===== config.mk =====
export PLATFORM = sky130hd
export DESIGN_NAME = nibble_add_seq
export DESIGN_NICKNAME = d
export VERILOG_FILES = /design/src/rtl/nibble_add_seq.sv
export SDC_FILE = /design/constraint.sdc
export NUM_CORES = 1
export LEC_CHECK = 0
export ABC_AREA = 1
export CAP_MARGIN = 10
export CORE_MARGIN = 5
export CORE_UTILIZATION = 47
export DETAILED_ROUTE_END_ITERATION = 10
export PLACE_DENSITY = 0.75
export SLEW_MARGIN = 20
export SYNTH_ARGS = -nofsm -noshare
export SYNTH_HDL_FRONTEND = slang
export SYNTH_SLANG_ARGS = --single-unit

===== constraint.sdc =====
create_clock -name clk -period 5.16 [get_ports clk]
set_input_delay 0.774 -clock clk [delete_from_list [all_inputs] [get_ports clk]]
set_output_delay 0.774 -clock clk [all_outputs]
set_load 0.005 [all_outputs]

===== src/rtl/nibble_add_seq.sv =====
// rtl/nibble_add_seq.sv - WIDTH-bit add/subtract sequenced through one 4-bit ripple-carry slice

// 4-bit ripple-carry adder slice shared across all nibble steps.
module nibble_rca4 (
  input  logic [3:0] a,
  input  logic [3:0] b,
  input  logic       cin,
  output logic [3:0] s,
  output logic       cout
);

  logic rip;

  // Ripple the carry bit by bit through the four full adders.
  always_comb begin
    rip = cin;
    s   = '0;
    for (int i = 0; i < 4; i++) begin
      s[i] = a[i] ^ b[i] ^ rip;
      rip  = (a[i] & b[i]) | (rip & (a[i] ^ b[i]));
    end
    cout = rip;
  end

endmodule

// Sequencer: accepts one operation, runs NIBS nibble steps, holds the result until taken.
module nibble_add_seq #(
  parameter int WIDTH = 32
) (
  input  logic             clk,
  input  logic             reset,
  input  logic             req_valid,
  output logic             req_ready,
  input  logic [WIDTH-1:0] a,
  input  logic [WIDTH-1:0] b,
  input  logic             cin,
  input  logic             sub,
  output logic             res_valid,
  input  logic             res_ready,
  output logic [WIDTH-1:0] sum,
  output logic             cout,
  output logic             ovf,
  output logic             busy
);

  localparam int NIBS = WIDTH / 4;
  localparam int CW   = (NIBS > 1) ? $clog2(NIBS) : 1;
  localparam logic [CW-1:0] LAST_NIB = CW'(NIBS - 1);

  typedef enum logic [1:0] {
    S_IDLE,
    S_RUN,
    S_DONE
  } state_t;

  state_t          state;
  state_t          state_nxt;

  logic [WIDTH-1:0] a_sh;
  logic [WIDTH-1:0] b_sh;
  logic [WIDTH-1:0] sum_r;
  logic             carry;
  logic [CW-1:0]    nib_cnt;
  logic             sa;
  logic             sb;

  logic [3:0]       slice_s;
  logic             slice_co;
  logic             last_nib;
  logic             accept;

  // The only adder in the block; it always sees the low nibble of the shifters.
  nibble_rca4 u_slice (
    .a    (a_sh[3:0]),
    .b    (b_sh[3:0]),
    .cin  (carry),
    .s    (slice_s),
    .cout (slice_co)
  );

  assign last_nib = (nib_cnt == LAST_NIB);
  assign accept   = (state == S_IDLE) && req_valid;

  // State register.
  always_ff @(posedge clk) begin
    if (reset) begin
      state <= S_IDLE;
    end else begin
      state <= state_nxt;
    end
  end

  // Next-state decode; leaving RUN is the only way the nibble count stops.
  always_comb begin
    state_nxt = state;
    case (state)
      S_IDLE:  if (req_valid) state_nxt = S_RUN;
      S_RUN:   if (last_nib)  state_nxt = S_DONE;
      S_DONE:  if (res_ready) state_nxt = S_IDLE;
      default: state_nxt = S_IDLE;
    endcase
  end

  // Datapath: load operands on accept, then one nibble per cycle, LSB first.
  // Subtract is folded into the load: invert B and the borrow so RUN only ever adds.
  always_ff @(posedge clk) begin
    if (reset) begin
      a_sh    <= '0;
      b_sh    <= '0;
      sum_r   <= '0;
      carry   <= 1'b0;
      nib_cnt <= '0;
      sa      <= 1'b0;
      sb      <= 1'b0;
    end else begin
      case (state)
        S_IDLE: begin
          if (accept) begin
            a_sh    <= a;
            b_sh    <= b ^ {WIDTH{sub}};
            carry   <= cin ^ sub;
            sa      <= a[WIDTH-1];
            sb      <= b[WIDTH-1] ^ sub;
            nib_cnt <= '0;
          end
        end
        S_RUN: begin
          a_sh    <= {4'b0000, a_sh[WIDTH-1:4]};
          b_sh    <= {4'b0000, b_sh[WIDTH-1:4]};
          sum_r   <= {slice_s, sum_r[WIDTH-1:4]};
          carry   <= slice_co;
          nib_cnt <= last_nib ? '0 : nib_cnt + CW'(1);
        end
        default: begin
        end
      endcase
    end
  end

  assign req_ready = (state == S_IDLE);
  assign res_valid = (state == S_DONE);
  assign busy      = (state != S_IDLE);
  assign sum       = sum_r;
  assign cout      = carry;
  // Signed overflow: operands agree in sign but the result does not.
  assign ovf       = (state == S_DONE) && (sa == sb) && (sum_r[WIDTH-1] != sa);

endmodule


==> impl_metrics.ini <==
[logic_synthesis]
ys_warn_count = 0
ys_ff_latch = 104
yosysUniqueCellTypes = 19
syn_nets = 861
synth_area_um2 = 4930
syn-instance-count = 785
yosysSeqAreaShare_pct = 42.2
avgSynthCellArea_um2 = 6.29

[critical_path]
slowest_stage = clkdlybuf4s50_1
crit_type = flop to primary output
worstReg2RegStart = state[0]$_SDFFE_PP0P_
cpMostUsedCell = nor2_1
crit_arrival_ps = 1890
critPathTopFamily = buffers and inverters
cp-start-kind = flop
cp-end-kind = primary output
cp_num_buf_inv = 2
path_cells = inv_2 > nor2_1 > nand2_1 > nor2_1 > clkdlybuf4s50_1
crit_path_max_incr_delay_ps = 530
cp-startpoint = state[1]$_SDFFE_PP0P_
required_ps = 4390
crit_fanout = 4

[place]
portBuffers = 106
place_inst = 984
dp_slack_ps = 2430
hpwl_mm = 8.37
gp_congestion = 0.809

[cells_and_area]
final_common_cell = nand2_1
n_antenna_cell = 0
area_growth_pct = 25.5
drive_above_1_share_pct = 2.78
layout_common_cells = nand2_1 (315), nor2_1 (119), clkdlybuf4s50_1 (106), dfxtp_1 (104), inv_1 (73)
layout.cells.non_filler = 999
num-nets-final = 935

[sta]
min_period_over_period_pct = 51.7
worst_slew_pin_slew_ps = 1000
setup_violations = 0
timing.hold.ws_ps = 473
final.setup_skew_ps = 9.29
setup-tns-final_ps = 0
rsz0062_at_grt = no
relSlewSlack_pct = 33.1
final_hold_viol_count = 0
fmax_mhz = 375
period_needed_ps = 2670
fin_ws_ps = 2490
final_max_slew_viol_count = 0

[clock_tree]
cts_tree = done
clk_pin_slew_worst_paths_ps = 90
cts_buffer_depth = 2
numCtsBuffers = 9
cts.htree.levels = 3
post-cts-setup-buffers = 0
clock_latency_ps = 360
ctsHoldBuffers = 0
cts_root_buf = clkbuf_8
cts_sinks = 104
cts-resized-gates = 0

[min_path]
hold_path_startpoint = b_sh[28]$_SDFFE_PP0P_
hp-class = flop to flop

[outcome]
status = finished clean

[pwr]
p_per_area_nw_per_um2 = 278
vdd_drop_max_mv = 0.121
p_leak_nw = 3.03
total_power_w = 0.00172

[global_routing]
antenna_found_initial = 0
overflow = 0
grt_max_degree = 90
grt_pass1_wl_mm = 20.3
grt_pass1_vias = 4533
grt_util_all_layers_pct = 19.0

[route]
drt_wl_total_mm = 12.0
drc = 0
drt_iter0_markers = 289
num_vias = 4851
firstDrtPassIters = 5
wl_per_cell_um = 12.0
drtAntennaViolNets = 0
avgViaCountPerCell = 4.86

[floorplan]
coreArea_um2 = 10300
die_w_um = 112
io_pins = 107
die_y_um = 112
rows = 37
die_area_um2 = 12600
start_util_pct = 48.0

[flow_run]
drv_cap = 0
## cells by family after synthesis
logic type,after synthesis,synth area share (%)
AOI/OAI and AO/OA,81,8.29
xor gates and xnor gates,4,0.710
adders and majority gates,6,2.13
buffers and inverters,123,10.2
DFF,104,42.2
and+or+nand+nor,467,36.5
## worst paths after layout
| check | endpoint | slack (ps) | cells after the start |
|---|---|---|---|
| min reg2reg | b_sh[28]$_SDFFE_PP0P_ | 470 | 2 |
| max reg2reg | nib_cnt[0]$_SDFFE_PP0P_ | 2930 | 8 |
| min | b_sh[28]$_SDFFE_PP0P_ | 470 | 2 |
| max | ovf | 2490 | 5 |
## worst reg2reg max path: stages, from the launching register on
cell and delay (ps):
dfxtp_1 490, inv_2 100, nor2_4 510, buf_16 260, buf_4 390, nand2_1 130, nand2_1 80, nand2_1 50
a21oi_1 150
## per-stage QoR
step | cell area [µm²] | utilization (%)
finish | 6190 | 60.2
global route | 6190 | 60.2
CTS | 6190 | 60.2
detailed placement | 6020 | 58.5
global placement | 5990 | 58.3
floorplan | 4930 | -
## synthesized netlist by cell type
| master | count | area [µm²] |
|---|---|---|
| inv_1 | 73 | 274 |
| nand3_1 | 29 | 145 |
| o21ai_0 | 61 | 305 |
| nand2_1 | 316 | 1190 |
| buf_4 | 3 | 22.5 |
| or2_1 | 1 | 6.26 |
| a21oi_1 | 19 | 95.1 |
| clkbuf_1 | 21 | 78.8 |
| ha_1 | 2 | 25.0 |
| nor2_2 | 1 | 6.26 |
| xor2_1 | 4 | 35.0 |
| o21ai_2 | 1 | 8.76 |
| dfxtp_1 | 104 | 2080 |
| buf_2 | 23 | 115 |
| nor2_4 | 1 | 11.3 |
| nor2_1 | 119 | 447 |
| fa_1 | 4 | 80.1 |
| inv_2 | 2 | 7.51 |
| clkinv_1 | 1 | 3.75 |
## cell type report
| class | count | area (µm²) |
|---|---|---|
| flip-flops and latches | 104 | 2080 |
| multi-input cells | 558 | 2370 |
| clock buffers | 13 | 159 |
| well taps | 136 | 170 |
| inverters | 76 | 288 |
| repair buffers | 110 | 1110 |
| fillers | 987 | 4090 |
| clock inverters | 2 | 15.0 |
## state kept, by name, summed over array words and instances (netlist names)
name and count:
a_sh 32, sum 32, b_sh 32, sb 1, cout 1, state 2
nib_cnt 3, sa 1
## metal layers
layer | track usage [%] | up-vias | routed length [µm]
met5 | 0 | - | 0
met4 | 6.09 | 0 | 164
met2 | 32.7 | 115 | 5770
li1 | - | 2506 | -
met3 | 2.64 | 14 | 559
met1 | 24.6 | 2216 | 5540
## report_power, final
part	internal [W]	switching (W)
clock network	0.000200	0.000261
registers	0.000867	0.0000409
logic	0.000166	0.000187
total	0.00123	0.000488
Note: power is estimated with default switching activity, not from simulation.
